**src/rtl/vsim_clock_reset_seq.sv**
```systemverilog
// vsim_clock_reset_seq
// Clock/reset sequencer for the VsimTop simulation harness. From one free-running
// CLK it produces the primary reset, a divided derived clock and a delayed
// derived-domain reset. It also tracks run length and ends the run through a
// sticky done flag.
//
// Optional watchdog: define VSIM_TIMEOUT_EN to end the run after TIMEOUT_CYCLES
// cycles in S_RUN. Without the macro, timeout is tied low and the run ends only
// on stop_req.
//
// state   | meaning
// --------+---------------------------------------------------------------
// S_RESET | waiting for the synchronised primary reset to release
// S_HOLD  | counting derived-clock rises before releasing the derived reset
// S_RUN   | harness running; cycle_count advances every CLK edge
// S_DONE  | terminal; outputs frozen, derived clock parked low
`timescale 1ns/1ps

module vsim_clock_reset_seq #(
    parameter int DIV_RATIO       = 4,
    parameter int RST_HOLD_CYCLES = 5,
    parameter int TIMEOUT_CYCLES  = 1000000,
    parameter int CNT_W           = 32
) (
    input  logic             CLK,
    input  logic             RST,
    input  logic             stop_req,
    output logic             nRST_out,
    output logic             CLK_derivedClock,
    output logic             nRST_derivedReset,
    output logic             running,
    output logic             done,
    output logic             timeout,
    output logic [CNT_W-1:0] cycle_count
);

    localparam logic [1:0] S_RESET = 2'd0;
    localparam logic [1:0] S_HOLD  = 2'd1;
    localparam logic [1:0] S_RUN   = 2'd2;
    localparam logic [1:0] S_DONE  = 2'd3;

    localparam int HALF   = DIV_RATIO / 2;
    localparam int DIV_W  = (HALF > 1) ? $clog2(HALF) : 1;
    localparam int HOLD_W = (RST_HOLD_CYCLES > 1) ? $clog2(RST_HOLD_CYCLES) : 1;

    localparam logic [DIV_W-1:0]  DIV_LAST  = DIV_W'(HALF - 1);
    localparam logic [HOLD_W-1:0] HOLD_LOAD = HOLD_W'(RST_HOLD_CYCLES - 1);
    localparam logic [CNT_W-1:0]  CNT_MAX   = '1;
`ifdef VSIM_TIMEOUT_EN
    localparam logic [CNT_W-1:0]  TO_LAST   = CNT_W'(TIMEOUT_CYCLES - 1);
`endif

    logic [1:0]        state;
    logic              rstSync;
    logic [DIV_W-1:0]  divCnt;
    logic [HOLD_W-1:0] holdCnt;
    logic              divRun;
    logic              divWrap;
    logic              derivedRise;

    // Once done, the divider only keeps going to complete a high phase, so the
    // derived clock never shows a runt pulse and then stays parked low.
    assign divRun      = nRST_out && ((state != S_DONE) || CLK_derivedClock);
    assign divWrap     = divRun && (divCnt == DIV_LAST);
    assign derivedRise = divWrap && !CLK_derivedClock;

    // Two-flop synchroniser: assert immediately, release on the 2nd CLK edge.
    always_ff @(posedge CLK or posedge RST) begin
        if (RST) begin
            rstSync  <= 1'b0;
            nRST_out <= 1'b0;
        end else begin
            rstSync  <= 1'b1;
            nRST_out <= rstSync;
        end
    end

    // Half-period counter; the derived clock toggles each time it wraps.
    always_ff @(posedge CLK or posedge RST) begin
        if (RST) begin
            divCnt           <= '0;
            CLK_derivedClock <= 1'b0;
        end else if (divRun) begin
            if (divWrap) begin
                divCnt           <= '0;
                CLK_derivedClock <= ~CLK_derivedClock;
            end else begin
                divCnt <= divCnt + 1'b1;
            end
        end
    end

    // Sequencing FSM: hold count, derived-reset release, run-length tracking.
    always_ff @(posedge CLK or posedge RST) begin
        if (RST) begin
            state             <= S_RESET;
            holdCnt           <= '0;
            nRST_derivedReset <= 1'b0;
            running           <= 1'b0;
            done              <= 1'b0;
            cycle_count       <= '0;
`ifdef VSIM_TIMEOUT_EN
            timeout           <= 1'b0;
`endif
        end else begin
            case (state)
                S_RESET: begin
                    if (nRST_out) begin
                        state   <= S_HOLD;
                        holdCnt <= HOLD_LOAD;
                    end
                end
                S_HOLD: begin
                    // holdCnt is a down-counter; terminal count 0 marks the last rise.
                    if (derivedRise) begin
                        if (holdCnt == '0) begin
                            state             <= S_RUN;
                            nRST_derivedReset <= 1'b1;
                            running           <= 1'b1;
                        end else begin
                            holdCnt <= holdCnt - 1'b1;
                        end
                    end
                end
                S_RUN: begin
`ifdef VSIM_TIMEOUT_EN
                    if (cycle_count == TO_LAST) begin
                        // A coincident stop_req wins the count: no increment.
                        state   <= S_DONE;
                        done    <= 1'b1;
                        timeout <= 1'b1;
                        running <= 1'b0;
                        if (!stop_req && (cycle_count != CNT_MAX)) begin
                            cycle_count <= cycle_count + 1'b1;
                        end
                    end else
`endif
                    if (stop_req) begin
                        state   <= S_DONE;
                        done    <= 1'b1;
                        running <= 1'b0;
                    end else if (cycle_count != CNT_MAX) begin
                        cycle_count <= cycle_count + 1'b1;
                    end
                end
                S_DONE: begin
                    state <= S_DONE;
                end
                default: begin
                    state <= S_RESET;
                end
            endcase
        end
    end

`ifndef VSIM_TIMEOUT_EN
    assign timeout = 1'b0;
`endif

endmodule

```
**config.mk**
```make
export PLATFORM = sky130hd
export DESIGN_NAME = vsim_clock_reset_seq
export DESIGN_NICKNAME = d
export VERILOG_FILES = /design/src/rtl/vsim_clock_reset_seq.sv
export SDC_FILE = /design/constraint.sdc
export NUM_CORES = 1
export LEC_CHECK = 0
export ABC_AREA = 1
export BUFFER_PORTS_ARGS = -buffer_cell sky130_fd_sc_hd__clkbuf_2
export CAP_MARGIN = 40
export CORE_ASPECT_RATIO = 1.25
export CORE_MARGIN = 2
export CORE_UTILIZATION = 55
export DETAILED_ROUTE_END_ITERATION = 6
export PLACE_DENSITY = 0.75
export SKIP_LAST_GASP = 1
export SLEW_MARGIN = 20
export SYNTH_ARGS = -nofsm -noshare
export SYNTH_HDL_FRONTEND = slang
export SYNTH_SLANG_ARGS = --single-unit
```
**constraint.sdc**
```tcl
create_clock -name CLK -period 4.7 [get_ports CLK]
set_clock_uncertainty 0.15 [all_clocks]
set_input_delay 0.94 -clock CLK [delete_from_list [all_inputs] [get_ports CLK]]
set_output_delay 0.94 -clock CLK [all_outputs]
set_load 0.005 [all_outputs]
```
======== Word-level counts from Yosys, hierarchy flattened ========
Cells that the tools add are included.
word-level totals
  bits in registers ....................... 44
  output and inout bits ................... 38
  memory bits (writable) .................. 0
  ROM bits ................................ 0
  word-level logic and storage cells ...... 55
  latch bits .............................. 0
  memories kept ........................... 0
cells by class
  eq/ne operators ......................... 10
  muxes and demuxes ....................... 14
  order comparisons ....................... 0
  add/subtract/negate cells ............... 3
  reductions and logical operators ........ 16
  shift operators ......................... 0
  div/mod/pow operators ................... 0
  bitwise operators ....................... 2
  multipliers ............................. 0
operators by type and width
  kind                     count
  $add A32 B1 Y32 const B  1
  $ne A32 B32 Y1 const B   1
  $ne A2 B2 Y1 const B     6
  $reduce_and A4 Y1        3
  $mux W3                  3
  $mux W2                  4
  $pmux W2 S4              1
  $pmux W3 S2              1
  $reduce_and A3 Y1        2
  $eq A2 B2 Y1 const B     2
  $mux W1                  4
  $reduce_and A2 Y1        2
  $reduce_bool A2 Y1       2
  $logic_and A1 B1 Y1      3
  $logic_not A3 Y1         1
  $sub A3 B1 Y3 const B    1
  $eq A2 B1 Y1 const B     1
  $logic_not A2 Y1         1
  $not A1 Y1               2
  $pmux W1 S2              1
  $add A1 B1 Y1 const B    1
  $logic_not A1 Y1         1
  $logic_or A1 B1 Y1       1

======== Depth between registers and ports, before layout ========
  depth in word-level cells ............... 7
  mapped depth ............................ 12
  depth with buffers taken out ............ 10

======== Least setup slack after synthesis ========
Ideal clock, no wire load.
  kind .................................... input to register
  from .................................... input stop_req
  to ...................................... register cycle_count[4]
  stages .................................. 6
  slack ................................... 2.804 ns
  buffers on the path ..................... 1
  setup time .............................. 0.065 ns
  arrival ................................. 1.681 ns
  required time ........................... 4.485 ns
  path through ............................ nor3_4 > nand2_8 > inv_6 > buf_6 > nand2_2 > nand2_1
on the way
  longest elaborated chain between the ends .. 2
RTL lines
  element                      line  text
  from (decl)                  27    input logic stop_req,
  $not A1 Y1 (no line)         -
  $reduce_and A3 Y1 (no line)  -
  to (signal assigned)         143   cycle_count <= cycle_count + 1'b1;
  to (decl)                    34    output logic [CNT_W-1:0] cycle_count
No other way between the ends.
A chain may end at the register's enable or synchronous reset.

======== Worst setup path after layout ========
  from .................................... register cycle_count[0]
  to ...................................... register cycle_count[15]
on the way
  longest elaborated chain between the ends .. 2
RTL lines
  element
  branches (longest 2 deep; another with $add A32 B1 Y32)
Several ways; the timed one is not identified.

==> impl_metrics.yaml <==
outcome:
  status: "finished, final reports clean"
yosys:
  synthFlopType: "dfrtp_1"
  ys_seq_elements: 44
  synth_top_area_share: 0.386
  yosys_warnings: 0
  ys_async_sr_fraction: 1.00
  syn_inst: 406
  synth_cell_type_count: 31
  synth-edff-count: 0
  synth_area_per_cell_sq_um: 7.02
  netlist_area_sq_mm: 0.00285
  yosys.area.top_type: "dfrtp_1"
  syn-num-nets: 412
  ys_top_cells_by_area: "dfrtp_1 (39%), nand2_1 (24%), nor2_1 (6.8%), nand2_2 (5.3%), nand3b_1 (4.0%)"
  ys_seq_area_frac: 0.386
sta:
  finalCritPeriodShare: 0.485
  period_minus_slack_ns: 2.28
  max_freq_ghz: 0.439
  maxSlewHeadroom: 0.631
  whs_ns: 0.221
  grt_setup_unrepaired: "false"
  setup_viol: 0
  tns_ns: 0
  final_hold_viol_count: 0
  worstMarginPinSlew_ns: 0.553
  slew_viol_final: 0
grt:
  grt_pass1_vias: 2422
  grt_overflow_total: 0
  antenna_found_initial: 0
  grt_pass1_wl_um: 10900
  grt_use_total: 0.245
  grt_max_degree: 45
route:
  routed_wl_um: 6250
  drtIter0Drc: 122
  route.detailed.drc: 0
  vias: 2527
  vias_per_cell: 4.97
  antenna_left: 0
  post_drt_wl_per_cell_um: 12.3
  dr.pass1.iters: 4
clock_tree:
  h-tree-depth: 2
  cts.sink_count: 44
  post_cts_resized: 0
  hold_buffers: 0
  clock-root-buffer: "clkbuf_8"
  numCtsBuffers: 5
  clk_path_buf_depth: 2
  postCtsSetupBuffers: 0
  clkLatencyLatePin_ns: 0.30
  cts_tree: "built"
  clk_pin_slew_ns: 0.08
critical_path:
  cp-end-kind: "flop"
  reg2regPathDepth: 10
  regToRegEndpoint: "cycle_count[15]"
  critPathMaxFanout: 35
  crit-reg2reg-launch: "cycle_count[0]"
  r2r_slack_ns: 2.42
  crit_type: "reg2reg"
  required_ns: 4.75
  arrival_ns: 2.32
  critPathLaunchType: "flop"
min_path:
  hold_class: "reg2reg"
  whs_endpoint: "nRST_out"
  holdCritStartpoint: "rstSync"
  min_path_cells: 0
placement:
  place_congestion: 0.902
  port_buffers: 39
  hpwl_um: 4790
power:
  p_seq_frac: 0.594
  leakage_nw: 1.60
  max-vdd-ir-drop_uv: 174
  power_frac_comb: 0.029
  power.internal_w: 0.000508
  switching_power_w: 0.000151
  power.density_mw_per_mm2: 209
  p_clk_frac: 0.377
  switching_share: 0.229
floorplan:
  die_w_um: 68.4
  ios: 41
  die_height_um: 84.5
  start_util: 0.565
  dieArea_sq_mm: 0.00578
  row_count: 29
  coreArea_sq_mm: 0.00504
final_layout:
  reg_top3: "cycle_count x32, holdCnt x3, state x2"
  top_register: "cycle_count"
  layout_common_cells: "nand2_1 (184), nor2_1 (52), dfrtp_1 (44)"
  diodes: 0
  syn_to_final_growth_pct: 10.3
  fin_nets: 451
  largest_reg_flops: 32
  mostFrequentLayoutCell: "nand2_1"
  final_layout_size_suffix_gt1_frac: 0.186
job:
  drv_cap: 0
[cells in the mapped netlist (all sizes together) (2+ instances only)]
library cell  number
a21oi              3
buf                8
conb               2
dfrtp             44
ha                 3
inv               26
nand2            210
nand3              8
nand3b            15
nand4              3
nor2              57
nor3               2
o21ai              9
xnor2              4
xor2               8
[critical path, stage by stage (launching register included)]
cell and delay, ns:
dfrtp_1 0.50, ha_1 0.37, nand2_2 0.11, nor2_4 0.17
nand2_4 0.11, nor2_8 0.14, nand3_4 0.10, nand2_8 0.21
inv_6 0.16, nand2_1 0.09, nand2_1 0.05
[power by group through the flow]
stage,Sequential [W],Combinational (W),Clock (W)
2_1_floorplan,0.000397,0.0000130,0
3_3_place_gp,0.000398,0.0000195,0
3_5_place_dp,0.000398,0.0000198,0
4_1_cts,0.000391,0.0000200,0.000255
5_1_grt,0.000392,0.0000225,0.000272
6_report,0.000391,0.0000192,0.000248
[routing by layer]
metal  up-vias  share of wire  global-route usage
met2        56           0.51               0.407
met1      1135           0.43               0.318
met3        10          0.035              0.0322
li1       1326              -                   -
met4         0          0.021              0.0873
met5         -              0                   0
[final cells by class]
| type | instances | area [sq um] |
|---|---|---|
| Fill cell | 495 | 1900 |
| Sequential cell | 44 | 1100 |
| Tap cell | 62 | 77.6 |
| Clock buffer | 6 | 82.6 |
| Multi-Input combinational cell | 328 | 1570 |
| Inverter | 26 | 103 |
| Clock inverter | 2 | 10.0 |
| Timing Repair Buffer | 40 | 203 |
[worst max path at each step]
| stage | slack [ns] | end | from | cells after the start |
|---|---|---|---|---|
| after global placement | 2.46 | cycle_count[18] | stop_req | 6 |
| after floorplan | 2.58 | CLK_derivedClock | RST | 1 |
| after CTS | 2.40 | cycle_count[20] | cycle_count[0] | 10 |
| final | 2.42 | cycle_count[15] | cycle_count[0] | 10 |
| after detailed placement | 2.40 | cycle_count[20] | stop_req | 6 |
| after global routing | 2.24 | cycle_count[20] | cycle_count[0] | 10 |
[kinds of logic after synthesis]
kind of cell | after synthesis | synth area share
AO/OA/AOI/OAI | 16 | 0.0316
XOR/XNOR | 12 | 0.0369
adder cells (fa/ha/maj) | 3 | 0.0132
buffers and inverters | 34 | 0.0637
flip-flops | 44 | 0.386
other | 2 | 0.00263
AND/OR/NAND/NOR | 295 | 0.466
[through the flow]
stage	total power [W]	cells	util	area, sq um	worst slack, ns
finish	0.000658	508	0.623	3140	2.42
global route	0.000686	508	0.623	3140	2.24
CTS	0.000666	508	0.623	3140	2.40
detailed placement	0.000418	500	0.605	3050	2.40
global placement	0.000418	500	0.605	3050	2.46
floorplan	0.000410	406	-	2850	2.58
Note: power is estimated with default switching activity, not from simulation.
